### config.mk
export PLATFORM = sky130hd
export DESIGN_NAME = msi_bus_arbiter
export DESIGN_NICKNAME = d
export VERILOG_FILES = /design/src/rtl/msi_bus_arbiter.sv
export SDC_FILE = /design/constraint.sdc
export NUM_CORES = 1
export LEC_CHECK = 0
export BUFFER_PORTS_ARGS = -buffer_cell sky130_fd_sc_hd__buf_2
export CAP_MARGIN = 20
export CORE_AREA = 4 4 91 93
export DETAILED_ROUTE_END_ITERATION = 10
export DIE_AREA = 0 0 95 97
export GPL_TIMING_DRIVEN = 0
export PLACE_DENSITY_LB_ADDON = 0.25
export SKIP_CTS_REPAIR_TIMING = 1
export SYNTH_ARGS = -nofsm -noshare
export SYNTH_HDL_FRONTEND = slang
export SYNTH_SLANG_ARGS = --single-unit
### constraint.sdc
create_clock -name clk -period 1.9 [get_ports clk]
set_clock_uncertainty 0.2 [all_clocks]
set_input_delay 0.475 -clock clk [delete_from_list [all_inputs] [get_ports clk]]
set_output_delay 0.475 -clock clk [all_outputs]
set_load 0.1 [all_outputs]
### src/rtl/msi_bus_arbiter.sv
// Snoop-bus arbiter for MSI coherent data caches: round-robin grant, one-cycle snoop
// broadcast, optional dirty-holder flush, memory access and completion with timeout.
module msi_bus_arbiter #(
  parameter int unsigned NUM_CORES = 2,
  parameter int unsigned ADDR_W    = 32,
  parameter int unsigned TIMEOUT   = 255
) (
  input  logic                                clk,
  input  logic                                rst,
  input  logic [NUM_CORES-1:0]                req_i,
  input  logic [NUM_CORES-1:0][1:0]           req_type_i,
  input  logic [NUM_CORES-1:0][ADDR_W-1:0]    req_addr_i,
  output logic [NUM_CORES-1:0]                gnt_o,
  output logic                                bus_valid_o,
  output logic [1:0]                          bus_type_o,
  output logic [ADDR_W-1:0]                   bus_addr_o,
  output logic [$clog2(NUM_CORES)-1:0]        bus_src_o,
  input  logic [NUM_CORES-1:0]                snoop_dirty_i,
  input  logic                                flush_done_i,
  output logic                                mem_req_o,
  output logic                                mem_we_o,
  input  logic                                mem_ready_i,
  output logic [NUM_CORES-1:0]                done_o,
  output logic                                err_o,
  output logic [15:0]                         txn_cnt_o
);

  localparam int unsigned SRC_W = $clog2(NUM_CORES);
  localparam int unsigned TW    = (TIMEOUT > 1) ? $clog2(TIMEOUT) : 1;
  localparam logic [TW-1:0] ToLast = TW'(TIMEOUT - 1);
  localparam logic [1:0] TypeUpgr = 2'b10;
  localparam logic [1:0] TypeWb   = 2'b11;

  typedef enum logic [2:0] {StIdle, StSnoop, StFlush, StMem, StDone} state_e;

  state_e               state_q, state_d;
  logic [SRC_W-1:0]     rr_q, owner_q;
  logic [1:0]           type_q;
  logic [ADDR_W-1:0]    addr_q;
  logic [TW-1:0]        to_cnt_q, to_cnt_d;
  logic                 err_q, err_d;
  logic [15:0]          txn_cnt_q;

  logic                 pick_valid;
  logic [SRC_W-1:0]     pick_idx, cand;
  logic [NUM_CORES-1:0] owner_oh;
  logic                 dirty, grant;

  // Search starts one past the last owner so every requester is served in turn.
  always_comb begin
    pick_valid = 1'b0;
    pick_idx   = '0;
    cand       = '0;
    for (int unsigned i = 1; i <= NUM_CORES; i++) begin
      cand = SRC_W'((32'(rr_q) + i) % NUM_CORES);
      if (!pick_valid && req_i[cand]) begin
        pick_valid = 1'b1;
        pick_idx   = cand;
      end
    end
  end

  always_comb begin
    owner_oh          = '0;
    owner_oh[owner_q] = 1'b1;
  end

  assign dirty = |(snoop_dirty_i & ~owner_oh);
  assign grant = (state_q == StIdle) && pick_valid;

  always_comb begin
    state_d  = state_q;
    to_cnt_d = to_cnt_q;
    err_d    = err_q;
    unique case (state_q)
      StIdle: begin
        err_d = 1'b0;
        if (pick_valid) state_d = StSnoop;
      end
      StSnoop: begin
        to_cnt_d = '0;
        if (dirty && type_q != TypeWb) state_d = StFlush;
        else if (type_q == TypeUpgr)   state_d = StDone;
        else                           state_d = StMem;
      end
      StFlush: begin
        if (flush_done_i) begin
          to_cnt_d = '0;
          state_d  = (type_q == TypeUpgr) ? StDone : StMem;
        end else if (to_cnt_q == ToLast) begin
          err_d   = 1'b1;
          state_d = StDone;
        end else begin
          to_cnt_d = to_cnt_q + 1'b1;
        end
      end
      StMem: begin
        if (mem_ready_i) begin
          state_d = StDone;
        end else if (to_cnt_q == ToLast) begin
          err_d   = 1'b1;
          state_d = StDone;
        end else begin
          to_cnt_d = to_cnt_q + 1'b1;
        end
      end
      StDone:  state_d = StIdle;
      default: state_d = StIdle;
    endcase
  end

  always_ff @(posedge clk or negedge rst) begin
    if (!rst) begin
      state_q   <= StIdle;
      rr_q      <= SRC_W'(NUM_CORES - 1);
      owner_q   <= '0;
      type_q    <= '0;
      addr_q    <= '0;
      to_cnt_q  <= '0;
      err_q     <= 1'b0;
      txn_cnt_q <= '0;
    end else begin
      state_q  <= state_d;
      to_cnt_q <= to_cnt_d;
      err_q    <= err_d;
      if (grant) begin
        rr_q    <= pick_idx;
        owner_q <= pick_idx;
        type_q  <= req_type_i[pick_idx];
        addr_q  <= req_addr_i[pick_idx];
      end
      if (state_q == StDone && !err_q && txn_cnt_q != 16'hFFFF) begin
        txn_cnt_q <= txn_cnt_q + 16'd1;
      end
    end
  end

  always_comb begin
    gnt_o       = '0;
    done_o      = '0;
    bus_valid_o = (state_q == StSnoop);
    mem_req_o   = (state_q == StMem);
    mem_we_o    = (state_q == StMem) && (type_q == TypeWb);
    err_o       = (state_q == StDone) && err_q;
    if (state_q == StSnoop || state_q == StFlush || state_q == StMem) gnt_o = owner_oh;
    if (state_q == StDone) done_o = owner_oh;
  end

  assign bus_type_o = type_q;
  assign bus_addr_o = addr_q;
  assign bus_src_o  = owner_q;
  assign txn_cnt_o  = txn_cnt_q;

endmodule

# Word-level counts from Yosys, hierarchy flattened
# Cells that the tools add are included.
# op_classes
addsub	4
n_lt_le_gt_ge	5
eq_ne	12
mux	31
bitwise	2
reduce_logical	18
# ops
cell	count
32-bit 2-to-1 mux	2
8-bit 2-to-1 mux	3
8-bit case mux with 3 select lines	1
3-bit 2-to-1 mux	6
16-bit by 1-bit adder with 16-bit output (second input constant)	1
16-bit != test (second input constant)	1
1-bit 2-to-1 mux	12
3-bit case mux with 4 select lines	1
8-bit by 1-bit adder with 8-bit output (second input constant)	1
8-bit equality test (second input constant)	1
1-bit logical AND	8
1-bit by 2-bit < comparator with 1-bit output (second input constant)	4
2-bit 2-to-1 mux	4
2-bit != test (second input constant)	4
3-bit by 2-bit equality test with 1-bit output (second input constant)	2
3-bit nonzero test	2
2-bit equality test (second input constant)	2
3-bit by 1-bit equality test with 1-bit output (second input constant)	1
3-bit equality test (second input constant)	1
3-bit zero test	1
1-bit case mux with 3 select lines	1
3-bit AND reduction	1
1-bit adder (second input constant)	2
2-bit AND	1
7 further kinds	9
# word_totals
ff_bits	64
input_bits	76
word_cells	80

# Longest topological paths before layout
# depth
word_depth	10
depth_mapped	7
mapped_depth_nobuf	5

# Least setup slack after synthesis
# No wires, ideal clock.
# synth_path
path_kind	register -> output
from	reg owner_q (netlist: bus_src_o)
to	out gnt_o[1]
arrival_ps	3225
path_slack_ps	-2000
stages_incl_launch_ff	3
path_buffers	0
cell_sequence	dfrtp_1 inv_1 nor3_1
# synth_between
elab_chain_cells	5
word_cells_on_any_way	6
# synth_rtl
element	line_no	source
from (decl)	37	logic [SRC_W-1:0] rr_q, owner_q;
from (signal assigned)	128	owner_q <= pick_idx;
1-bit by 2-bit < comparator with 1-bit output (implied by the code) / 1-bit >= comparator (equally long branches)	65	owner_oh[owner_q] = 1'b1;
1-bit logical AND (implied by the code)	65	
1-bit 2-to-1 mux (implied by the code)	65	
1-bit demux with 1-bit select *	65	
2-bit 2-to-1 mux *	145	if (state_q == StSnoop || state_q == StFlush || state_q == StMem) gnt_o = owner_oh;
to (decl)	13	output logic [NUM_CORES-1:0] gnt_o,
# Mark *: on every way between the ends. The rest lies on a longest branch, timed or not.

# Worst setup path in the final report
# layout_path
from	reg state_q[2]
to	out bus_valid_o
# layout_between
elab_chain_cells	1
# layout_rtl
element	line_no	source
from (decl)	36	state_e state_q, state_d;
from (signal assigned)	114	state_q <= StIdle;
from (signal assigned)	123	state_q <= state_d;
3-bit by 1-bit equality test with 1-bit output	141	bus_valid_o = (state_q == StSnoop);
to (decl)	14	output logic bus_valid_o,
# Every way passes these cells.

==> results by group <==
Critical path
  – CP Capture Type: output port
  – Worst-case reg-to-reg path depth: 6
  – Reg2reg start: state_q[0]$_DFFE_PN0P_
  – Critical path buffers and inverters: 2
  – CP arrival: 1.47 ns
  – Crit-path max cell delay: 0.42 ns
  – Critical path class: reg -> out
  – Crit path max fanout: 10
  – Worst path cell trace: buf_4 > nand2b_4 > nor2_4 > buf_12
  – Flop-to-flop setup slack: -0.03 ns
  – Top Family by Delay on Critical Path: flip-flops
  – CP Launch Type: flop
  – Critical Path RT: 1.22 ns
  – Reg-to-reg endpoint: txn_cnt_o[14]$_DFFE_PN0P_
  – Critical Path Slowest Stage Cell: dfrtp_1

Final layout
  – Seq. cell area: 0.001667 mm²
  – N_diodes: 0
  – Area of the multi-input gates: 0.001748 mm²
  – Final Non-Filler Cells: 593
  – Layout cell share with drive strength beyond 1: 47.45%
  – Final #Nets: 565
  – Layout area overhead: 48.08%
  – Fill count: 645

Floorplan
  – Die height: 97 µm
  – IO Count: 135
  – Core box area: 0.007527 mm²
  – Row count: 32
  – Initial Utilization: 43.22%
  – Die area: 0.009215 mm²
  – Die Wd: 95 µm

Timing
  – PnR worst setup slack: -0.2499 ns
  – Crit share post-route: 113.2%
  – RSZ-0062 raised after global routing: yes
  – Peak Freq: 0.4651 GHz
  – Pins Over Slew Limit: 0
  – Slew HR: 45.65%
  – Final Hold Fails: 0
  – Slew @ Worst Pin: 0.8152 ns
  – Tmin final: 2.150 ns
  – Setup violations, final: 11

Place
  – Gpl congestion: 0.8876
  – Placed Instances: 564
  – Dpl hpwl: 6335 µm
  – Port Buffers: 134

Clock network
  – Later-pin clock latency in the skew report: 0.33 ns
  – CTS Buf Count: 9
  – H-tree Lvls: 3
  – CTS tree: yes
  – CTS sink cnt: 64
  – Root Driver: clkbuf_8
  – Clk buf depth: 2
  – Clock transition at path regs: 0.08 ns

Global routing
  – Gr usage total: 18.93%
  – Total congestion overflow: 0
  – Vias in the first global route: 3004
  – Initial antenna violation count: 0
  – First-pass GRT wire length: 13940 µm
  – Largest net degree at the start of global routing: 65

Yosys
  – Synth cell count leaders: 63 x dfrtp_1, 48 x nor2_1, 46 x a21oi_1
  – Post-synthesis register bit count: 64
  – Mean Syn Cell Area: 9.918 µm²
  – Library cells used by synthesis: 43
  – Yosys top cell by area: dfrtp_1
  – Commonest register cell after synthesis: dfrtp_1
  – Dominant cell by count in the synthesized netlist: dfrtp_1
  – Cells after Synth: 328
  – Sequential-to-total area share from yosys stat: 49.27%
  – Synth area leaders: dfrtp_1 48%, mux2i_1 10%, a21oi_1 7.1%
  – Syn nets: 407
  – Cell Area, Synth: 0.003253 mm²
  – Synth warn: 0
  – Post-synth ARST share: 100.0%
  – Post-synth EDFFs: 0
  – Area share of the largest cell type after synthesis: 48.46%

Hold path
  – Hold Crit Class: in -> async

Flow run
  – Maximum Capacitance Violations: 0

Route
  – Antenna-violating nets left: 0
  – # DRC: 0
  – Vias: 3024
  – Met3 wire length: 593 µm
  – Wire per inst: 14.77 µm
  – TritonRoute pass-1 iters: 4
  – M1 WL: 3704 µm
  – DRT Wirelength: 8760 µm
  – Uppermost layer routed: met4
  – Initial drt markers: 150
  – Vias per cell: 5.099
  – Routed wl met2: 4384 µm

Run status
  – Status: finished with violations
  – Failing checks: negative setup slack
[logic make-up (layout without fill, tap and decap cells)]
| kind of cell | Yosys count | count (layout) | share of synthesized area (%) |
|---|---|---|---|
| compound gates | 76 | 76 | 13.58 |
| xor+xnor | 13 | 13 | 3.500 |
| fa+ha+maj | 3 | 3 | 1.154 |
| buf+inv | 20 | 183 | 3.038 |
| flops | 64 | 64 | 49.27 |
| mux | 37 | 37 | 11.50 |
| simple gates | 115 | 115 | 17.96 |
[routing by layer]
layer | GRT usage (%) | vias up
li1 | - | 1496
met1 | 24.39 | 1420
met2 | 30.69 | 101
met3 | 4.977 | 7
met4 | 6.215 | 0
met5 | 0 | -
[registers in the layout (all words and copies together) (netlist names)]
name	cells
bus_addr_o	32
txn_cnt_o	16
to_cnt_q	8
state_q	3
bus_type_o	2
bus_src_o	1
err_q	1
rr_q	1
[area by class of cell]
cell class              instances  share of cell area [%]
inverters                       4                  0.3636
clock inverters                 7                   2.000
repair buffers                149                   19.51
clock buffers                   9                   2.571
plain buffers                  14                   2.026
flip-flops and latches         64                   34.60
well taps                     102                   2.649
multi-input cells             244                   36.29
[metrics by stage]
step                      hold WS (ns)  TNS (ns)  cell area, µm²  setup slack (ns)  util, %
after floorplan               -0.02059    -1.561            3423           -0.3244        -
after global placement          0.2859    -21.67            4222           -0.3215    56.08
after CTS                      0.06024    -16.83            4444           -0.7007    59.04
final                          0.03569    -1.691            4817           -0.2499    64.00
after detailed placement        0.2930    -14.33            4224           -0.4438    56.12
after global routing           0.09740    -3.362            4817           -0.3289    64.00
[cells in the final DEF, fill, tap and decap left out, drive strengths merged, types with 2 or more instances in the layout]
cell       n
o21ai      7
o31ai      2
and2       3
a2bb2oi    2
nand2     14
o22a       3
nand3      9
ha         3
nand4      7
or2        2
clkbuf    31
bufinv     2
nor2      48
nor3      10
buf      141
a31oi      5
clkinv     5
mux2i     34
o211ai     4
mux2       3
xnor2      6
nor4       3
inv        4
nand2b     3
and3       6
o21a       3
dfrtp     63
xor2       7
a21oi     46
and4       2
nor2b      3
[how the worst max path moves through the flow]
| stage | from | endpoint | slack [ns] | cells after the start |
|---|---|---|---|---|
| floorplan | bus_src_o$_DFFE_PN0P_ | gnt_o[1] | -0.32 | 2 |
| global placement | rst | bus_src_o$_DFFE_PN0P_ | -0.32 | 1 |
| detailed placement | state_q[2]$_DFFE_PN0P_ | bus_addr_o[9]$_DFFE_PN0P_ | -0.44 | 6 |
| CTS | state_q[1]$_DFFE_PN0P_ | mem_we_o | -0.70 | 5 |
| global route | state_q[1]$_DFFE_PN0P_ | mem_we_o | -0.33 | 5 |
| finish | state_q[2]$_DFFE_PN0P_ | bus_valid_o | -0.25 | 4 |
Power is not shown: default switching activity piles up to over one toggle a cycle in this logic, so the estimate is an artifact.
